### config.mk
export PLATFORM = sky130hd
export DESIGN_NAME = vpu_host_if_bridge
export DESIGN_NICKNAME = d
export VERILOG_FILES = /design/src/rtl/vpu_host_if_bridge.sv
export SDC_FILE = /design/constraint.sdc
export NUM_CORES = 1
export LEC_CHECK = 0
export ABC_CLOCK_PERIOD_IN_PS = 4250
export CORE_ASPECT_RATIO = 1.5
export CORE_MARGIN = 2
export CORE_UTILIZATION = 47
export CTS_CLUSTER_DIAMETER = 60
export CTS_CLUSTER_SIZE = 24
export DETAILED_ROUTE_END_ITERATION = 8
export PLACE_DENSITY = 0.72
export SLEW_MARGIN = 10
export SYNTH_ARGS = -nofsm -noshare
export SYNTH_HDL_FRONTEND = slang
export SYNTH_SLANG_ARGS = --single-unit
### constraint.sdc
create_clock -name clk -period 4.25 [get_ports clk]
set_input_delay 0.85 -clock clk [delete_from_list [all_inputs] [get_ports clk]]
set_output_delay 0.85 -clock clk [all_outputs]
set_load 0.005 [all_outputs]
### src/rtl/vpu_host_if_bridge.sv
// ---------------------------------------------------------------------------
// vpu_host_if_bridge
//
// Host-side front end for the VPU core. It sits between the host request and
// response handshakes and the core.
//   - Host instructions wait in a request FIFO. The FIFO is first-word
//     fall-through from registered storage, so there is no combinational
//     host-to-core path.
//   - The FIFO head issues to the core only while its stream has fewer than
//     MAX_OUTSTANDING instructions in flight. A blocked head also holds back
//     every younger entry.
//   - Core completions go into a response FIFO. Because of this, host
//     backpressure never stalls the core directly.
//   - A completion that arrives for a stream with nothing outstanding sets
//     a sticky error flag.
//
// Ports
//   clk, rst_n                 clock, asynchronous active-low reset
//   host_valid_i/host_ready_o  host request handshake
//   host_opcode_i, host_*_i    request opcode and 24-bit operand fields
//   host_stream_id_i           request stream
//   host_rsp_valid_o/_ready_i  completion handshake towards the host
//   host_rsp_stream_id_o       stream of the oldest buffered completion
//   core_valid_o/core_ready_i  issue handshake towards the core
//   core_opcode_o, core_*_o    issued opcode, operands and stream
//   core_rsp_valid_i/_ready_o  completion handshake from the core
//   core_rsp_stream_id_i       stream of the completing instruction
//   req_count_o                request FIFO occupancy
//   busy_o                     any FIFO non-empty or any stream in flight
//   err_o                      sticky completion-without-issue error
// ---------------------------------------------------------------------------
module vpu_host_if_bridge #(
    parameter int STREAM_ID_WIDTH    = 2,
    parameter int REQ_FIFO_DEPTH     = 4,
    parameter int REQ_FIFO_DEPTH_LG2 = 2,
    parameter int RSP_FIFO_DEPTH     = 4,
    parameter int RSP_FIFO_DEPTH_LG2 = 2,
    parameter int MAX_OUTSTANDING    = 3
) (
    input  logic                          clk,
    input  logic                          rst_n,

    input  logic                          host_valid_i,
    output logic                          host_ready_o,
    input  logic [7:0]                    host_opcode_i,
    input  logic [23:0]                   host_dst0_i,
    input  logic [23:0]                   host_src0_i,
    input  logic [23:0]                   host_src1_i,
    input  logic [23:0]                   host_src2_i,
    input  logic [23:0]                   host_imm_i,
    input  logic [STREAM_ID_WIDTH-1:0]    host_stream_id_i,

    output logic                          host_rsp_valid_o,
    output logic [STREAM_ID_WIDTH-1:0]    host_rsp_stream_id_o,
    input  logic                          host_rsp_ready_i,

    output logic                          core_valid_o,
    input  logic                          core_ready_i,
    output logic [7:0]                    core_opcode_o,
    output logic [23:0]                   core_dst0_o,
    output logic [23:0]                   core_src0_o,
    output logic [23:0]                   core_src1_o,
    output logic [23:0]                   core_src2_o,
    output logic [23:0]                   core_imm_o,
    output logic [STREAM_ID_WIDTH-1:0]    core_stream_id_o,

    input  logic                          core_rsp_valid_i,
    input  logic [STREAM_ID_WIDTH-1:0]    core_rsp_stream_id_i,
    output logic                          core_rsp_ready_o,

    output logic [REQ_FIFO_DEPTH_LG2:0]   req_count_o,
    output logic                          busy_o,
    output logic                          err_o
);

    localparam int NUM_STREAMS = 2 ** STREAM_ID_WIDTH;
    localparam int ENTRY_W     = 128 + STREAM_ID_WIDTH;
    localparam int CNT_W       = 8;

    localparam logic [REQ_FIFO_DEPTH_LG2:0] REQ_FULL = (REQ_FIFO_DEPTH_LG2+1)'(REQ_FIFO_DEPTH);
    localparam logic [RSP_FIFO_DEPTH_LG2:0] RSP_FULL = (RSP_FIFO_DEPTH_LG2+1)'(RSP_FIFO_DEPTH);
    localparam logic [CNT_W-1:0]            OUT_CAP  = CNT_W'(MAX_OUTSTANDING);

    // ------------------------------------------------------------------
    // Request FIFO
    // ------------------------------------------------------------------
    logic [ENTRY_W-1:0]            r_req_mem [REQ_FIFO_DEPTH];
    logic [REQ_FIFO_DEPTH_LG2-1:0] r_req_wr_ptr;
    logic [REQ_FIFO_DEPTH_LG2-1:0] r_req_rd_ptr;
    logic [REQ_FIFO_DEPTH_LG2:0]   r_req_count;

    logic                          w_req_push;
    logic                          w_req_pop;
    logic                          w_req_empty;
    logic [ENTRY_W-1:0]            w_host_entry;
    logic [ENTRY_W-1:0]            w_head_entry;
    logic [STREAM_ID_WIDTH-1:0]    w_head_sid;
    logic                          w_head_below_cap;

    // ------------------------------------------------------------------
    // Response FIFO
    // ------------------------------------------------------------------
    logic [STREAM_ID_WIDTH-1:0]    r_rsp_mem [RSP_FIFO_DEPTH];
    logic [RSP_FIFO_DEPTH_LG2-1:0] r_rsp_wr_ptr;
    logic [RSP_FIFO_DEPTH_LG2-1:0] r_rsp_rd_ptr;
    logic [RSP_FIFO_DEPTH_LG2:0]   r_rsp_count;

    logic                          w_rsp_push;
    logic                          w_rsp_pop;
    logic                          w_rsp_empty;

    // ------------------------------------------------------------------
    // Per-stream outstanding counters and error flag
    // ------------------------------------------------------------------
    logic [NUM_STREAMS-1:0][CNT_W-1:0] w_out_cnt;
    logic [NUM_STREAMS-1:0]            w_out_nonzero;
    logic                              w_cpl_on_zero;
    logic                              r_err;

    // ---------------- request FIFO ----------------
    assign w_host_entry = {host_opcode_i, host_dst0_i, host_src0_i, host_src1_i,
                           host_src2_i, host_imm_i, host_stream_id_i};

    assign w_req_empty  = (r_req_count == '0);
    assign host_ready_o = (r_req_count < REQ_FULL);
    assign w_req_push   = host_valid_i && host_ready_o;

    assign w_head_entry = r_req_mem[r_req_rd_ptr];
    assign w_head_sid   = w_head_entry[STREAM_ID_WIDTH-1:0];

    // The storage under an empty FIFO is stale. That is harmless because
    // the empty term already forces core_valid_o low.
    assign w_head_below_cap = (w_out_cnt[w_head_sid] < OUT_CAP);
    assign core_valid_o     = !w_req_empty && w_head_below_cap;
    assign w_req_pop        = core_valid_o && core_ready_i;

    assign {core_opcode_o, core_dst0_o, core_src0_o, core_src1_o,
            core_src2_o, core_imm_o, core_stream_id_o} = w_head_entry;

    // Storage carries no reset. Only the pointers and count define which
    // entries are valid.
    always_ff @(posedge clk) begin
        if (w_req_push) begin
            r_req_mem[r_req_wr_ptr] <= w_host_entry;
        end
    end

    always_ff @(posedge clk or negedge rst_n) begin
        if (!rst_n) begin
            r_req_wr_ptr <= '0;
            r_req_rd_ptr <= '0;
            r_req_count  <= '0;
        end else begin
            if (w_req_push) begin
                r_req_wr_ptr <= r_req_wr_ptr + REQ_FIFO_DEPTH_LG2'(1);
            end
            if (w_req_pop) begin
                r_req_rd_ptr <= r_req_rd_ptr + REQ_FIFO_DEPTH_LG2'(1);
            end
            case ({w_req_push, w_req_pop})
                2'b10:   r_req_count <= r_req_count + (REQ_FIFO_DEPTH_LG2+1)'(1);
                2'b01:   r_req_count <= r_req_count - (REQ_FIFO_DEPTH_LG2+1)'(1);
                default: r_req_count <= r_req_count;
            endcase
        end
    end

    assign req_count_o = r_req_count;

    // ---------------- response FIFO ----------------
    assign w_rsp_empty          = (r_rsp_count == '0);
    assign core_rsp_ready_o     = (r_rsp_count < RSP_FULL);
    assign w_rsp_push           = core_rsp_valid_i && core_rsp_ready_o;
    assign host_rsp_valid_o     = !w_rsp_empty;
    assign host_rsp_stream_id_o = r_rsp_mem[r_rsp_rd_ptr];
    assign w_rsp_pop            = host_rsp_valid_o && host_rsp_ready_i;

    always_ff @(posedge clk) begin
        if (w_rsp_push) begin
            r_rsp_mem[r_rsp_wr_ptr] <= core_rsp_stream_id_i;
        end
    end

    always_ff @(posedge clk or negedge rst_n) begin
        if (!rst_n) begin
            r_rsp_wr_ptr <= '0;
            r_rsp_rd_ptr <= '0;
            r_rsp_count  <= '0;
        end else begin
            if (w_rsp_push) begin
                r_rsp_wr_ptr <= r_rsp_wr_ptr + RSP_FIFO_DEPTH_LG2'(1);
            end
            if (w_rsp_pop) begin
                r_rsp_rd_ptr <= r_rsp_rd_ptr + RSP_FIFO_DEPTH_LG2'(1);
            end
            case ({w_rsp_push, w_rsp_pop})
                2'b10:   r_rsp_count <= r_rsp_count + (RSP_FIFO_DEPTH_LG2+1)'(1);
                2'b01:   r_rsp_count <= r_rsp_count - (RSP_FIFO_DEPTH_LG2+1)'(1);
                default: r_rsp_count <= r_rsp_count;
            endcase
        end
    end

    // ---------------- outstanding counters ----------------
    // An issue and a completion on the same stream in the same cycle
    // cancel out. A completion on a stream with nothing outstanding leaves
    // its counter at zero; the error flag records the event instead.
    for (genvar g = 0; g < NUM_STREAMS; g++) begin : g_stream
        logic             w_inc;
        logic             w_dec;
        logic [CNT_W-1:0] r_cnt;

        assign w_inc = w_req_pop  && (w_head_sid == STREAM_ID_WIDTH'(g));
        assign w_dec = w_rsp_push && (core_rsp_stream_id_i == STREAM_ID_WIDTH'(g));

        always_ff @(posedge clk or negedge rst_n) begin
            if (!rst_n) begin
                r_cnt <= '0;
            end else if (w_inc && !w_dec) begin
                r_cnt <= r_cnt + CNT_W'(1);
            end else if (w_dec && !w_inc && (r_cnt != '0)) begin
                r_cnt <= r_cnt - CNT_W'(1);
            end
        end

        assign w_out_cnt[g]     = r_cnt;
        assign w_out_nonzero[g] = (r_cnt != '0);
    end

    assign w_cpl_on_zero = w_rsp_push && (w_out_cnt[core_rsp_stream_id_i] == '0);

    always_ff @(posedge clk or negedge rst_n) begin
        if (!rst_n) begin
            r_err <= 1'b0;
        end else if (w_cpl_on_zero) begin
            r_err <= 1'b1;
        end
    end

    assign err_o  = r_err;
    assign busy_o = !w_req_empty || !w_rsp_empty || (|w_out_nonzero);

endmodule

==> results.yml <==
timing:
  skew_ns: 0.02687
  finalMaxSlewViolations: 0
  fin_setup_tns_ns: 0
  finalCriticalPeriod_ns: 4.086
  min_period_over_period_pct: 96.13
  slew_headroom_pct: 47.56
  tightest_slew_ns: 0.7866
  rsz0062_at_grt: "false"
  finalSetupViolCount: 0
  hold_viol_final: 0
  fmax_mhz: 244.8
die:
  io_pins: 279
  core_area_um2: 46730
  fp.dieH_um: 270.5
  die_w_um: 181.7
  start_util_pct: 47.64
  num_rows: 97
  dieArea_um2: 49150
critical_path:
  cp_cell_sequence: "mux4_2, a2111oi_4, nor2_1, a21oi_1, nor3b_1, clkdlybuf4s50_1"
  reg2reg_to: "g_stream[2].r_cnt[7]"
  reg2reg_from: "r_req_rd_ptr[0]"
  crit_path_end_kind: "output port"
  cp_slowest_cell: "mux4_2"
  rr_worst_depth: 11
  r2r_slack_ns: 0.73
  worstSetupStartpointType: "flip-flop"
  crit_type: "reg -> out"
  slowest_delay_ns: 0.64
  required_ns: 3.40
  cp_data_arrival_time_ns: 3.24
  critPathMaxFanout: 9
cts:
  numCtsBuffers: 35
  clk_pin_slew_worst_paths_ns: 0.08
  clkLatencyLatePin_ns: 0.54
  cts_root_buf: "clkbuf_16"
  ctsHtreeMaxLevel: 2
  postCtsSetupBuffers: 0
  clockBufferDepth: 3
  cts-resized-gates: 0
  cts_sinks: 575
  ctsHoldBuffers: 0
  cts_tree: "built"
global_routing:
  grt_pass1_wl_um: 67540
  first_global_vias: 11530
  grt_max_degree: 119
  antenna_found_initial: 7
  track_usage_pct: 18.13
  grt_overflow: 0
final_layout:
  mostFrequentLayoutCells: "528 x edfxtp_1, 277 x clkdlybuf4s50_1, 132 x mux4_2"
  layout-drive-gt1-share_pct: 17.95
  fin_cells: 1946
  area_delta_synth_final_pct: 22.30
  final_common_cell: "edfxtp_1"
  nets: 1509
place:
  gp_congestion: 0.7692
  place_inst: 1888
  io_buffers: 278
  dp_hpwl_um: 28470
synthesis:
  synthCells: 1018
  synthesis.area_um2: 22260
  ys_warn_count: 0
  yosys.area.top_type: "edfxtp_1"
  synth.distinct_cells: 48
  synth_area_leaders: "edfxtp_1 71%, mux4_2 13%, dfrtp_1 5.3%, ha_1 1.9%, xnor2_1 0.79%"
  synthArstFlopShare_pct: 8.174
  netlist.area_leader.share_pct: 71.23
  ys.flop_type: "edfxtp_1"
  synth_edf_count: 528
  seq_area_frac_synth_pct: 76.51
  synth.ff_latch_count: 575
  synth.avg_cell_area_um2: 21.87
  syn_nets: 1196
detailed_routing:
  drt_iter0_markers: 727
  drc: 0
  ant_nets: 0
  dr.pass1.iters: 5
  avgRoutedWirePerCell_um: 22.72
  postRouteWirelength_um: 44220
  dr_total_vias: 10740
  vias_per_cell: 5.521
min_path:
  hold_class: "in -> async"
pwr:
  p_leak_nw: 8.952
  p_per_area_nw_per_um2: 639.3
  ir_drop_uv: 615.7
flow_run:
  max_cap_violations: 0
run_status:
  outcome: "complete, no violations"
[cell usage after synthesis (11+ instances only)]
library cell and number:
clkbuf_1 12, inv_1 19, buf_1 19, ha_1 34, mux4_2 132, mux2_2 15, nor2_1 27, xor2_1 20
edfxtp_1 528, a21oi_1 28, nand2_1 17, xnor2_1 20, dfrtp_1 47, o21ai_0 11, and2_1 11
[per-stage QoR]
step	area, µm²	worst slack, ns	power [W]	utilization [%]	hold slack (ns)
after floorplan	22260	0.8838	0.01112	-	0.4343
after global placement	26090	0.4569	0.01397	55.83	0.4507
after detailed placement	26090	0.4328	0.01408	55.83	0.4566
after CTS	27210	0.1312	0.01769	58.24	0.1804
after global routing	27220	0.03191	0.01830	58.26	0.1987
final	27220	0.1644	0.01740	58.26	0.2053
[how the worst max path moves through the flow]
stage / from / end / slack (ns) / cells after the start
2_1_floorplan: r_req_rd_ptr[0] / g_stream[1].r_cnt[7] / 0.88 / 12
3_3_place_gp: core_ready_i / g_stream[2].r_cnt[7] / 0.46 / 12
3_5_place_dp: core_ready_i / g_stream[2].r_cnt[7] / 0.43 / 12
4_1_cts: r_req_rd_ptr[0] / core_valid_o / 0.13 / 6
5_1_grt: r_req_rd_ptr[0] / core_valid_o / 0.03 / 6
6_report: r_req_rd_ptr[0] / core_valid_o / 0.16 / 6
[critical path, delay by kind of cell, from the launching register on]
family | cells | cell delay [ns]
flip-flops | 1 | 0.47
multiplexers | 1 | 0.64
buffers and inverters | 1 | 0.55
AO/OA/AOI/OAI | 2 | 0.65
AND/OR/NAND/NOR | 2 | 0.39
[kinds of logic (layout without fill, tap and decap cells)]
logic type                 after synthesis  in the layout  synth area share, %
DFF                                    575            575                76.51
muxes                                  152            152                14.36
buffers and inverters                   53            383               0.9949
and+or+nand+nor                         90             90                2.086
adders and majority gates               40             40                2.451
other                                    0              4                    0
AOI/OAI and AO/OA                       68             68                2.018
xor gates and xnor gates                40             40                1.574
[registers in the layout, indices dropped and copies added, names as in the netlist]
register,count
err_o,1
g_stream.r_cnt,32
r_req_mem,520
r_req_rd_ptr,2
r_req_wr_ptr,2
r_rsp_count,3
r_rsp_mem,8
r_rsp_rd_ptr,2
r_rsp_wr_ptr,2
req_count_o,3
[routing by layer]
metal	GRT usage, %	routed length, µm	up-vias	share of wire (%)
met5	0	32	-	0.072
li1	-	-	4804	-
met2	32.83	24000	259	54
met1	20.83	16270	5611	37
met3	4.631	2781	63	6.3
met4	6.226	1138	6	2.6
[report_power, final]
| group | total [W] | switching [W] | internal [W] | leakage, nW |
|---|---|---|---|---|
| logic | 0.00626 | 0.00277 | 0.00349 | 3.05 |
| clock network | 0.00356 | 0.00185 | 0.00171 | 0.543 |
| registers | 0.00758 | 0.000415 | 0.00717 | 5.36 |
| total | 0.0174 | 0.00504 | 0.0124 | 8.95 |
[cell type report]
cell class	count	area, µm²
diodes	4	10.01
clock buffers	37	883.3
clock inverters	17	241.5
fillers	3388	19500
inverters	19	71.32
multi-input cells	390	5016
flip-flops and latches	575	17040
well taps	594	743.2
repair buffers	310	3218
No activity file was read; power rests on OpenSTA's default activity.
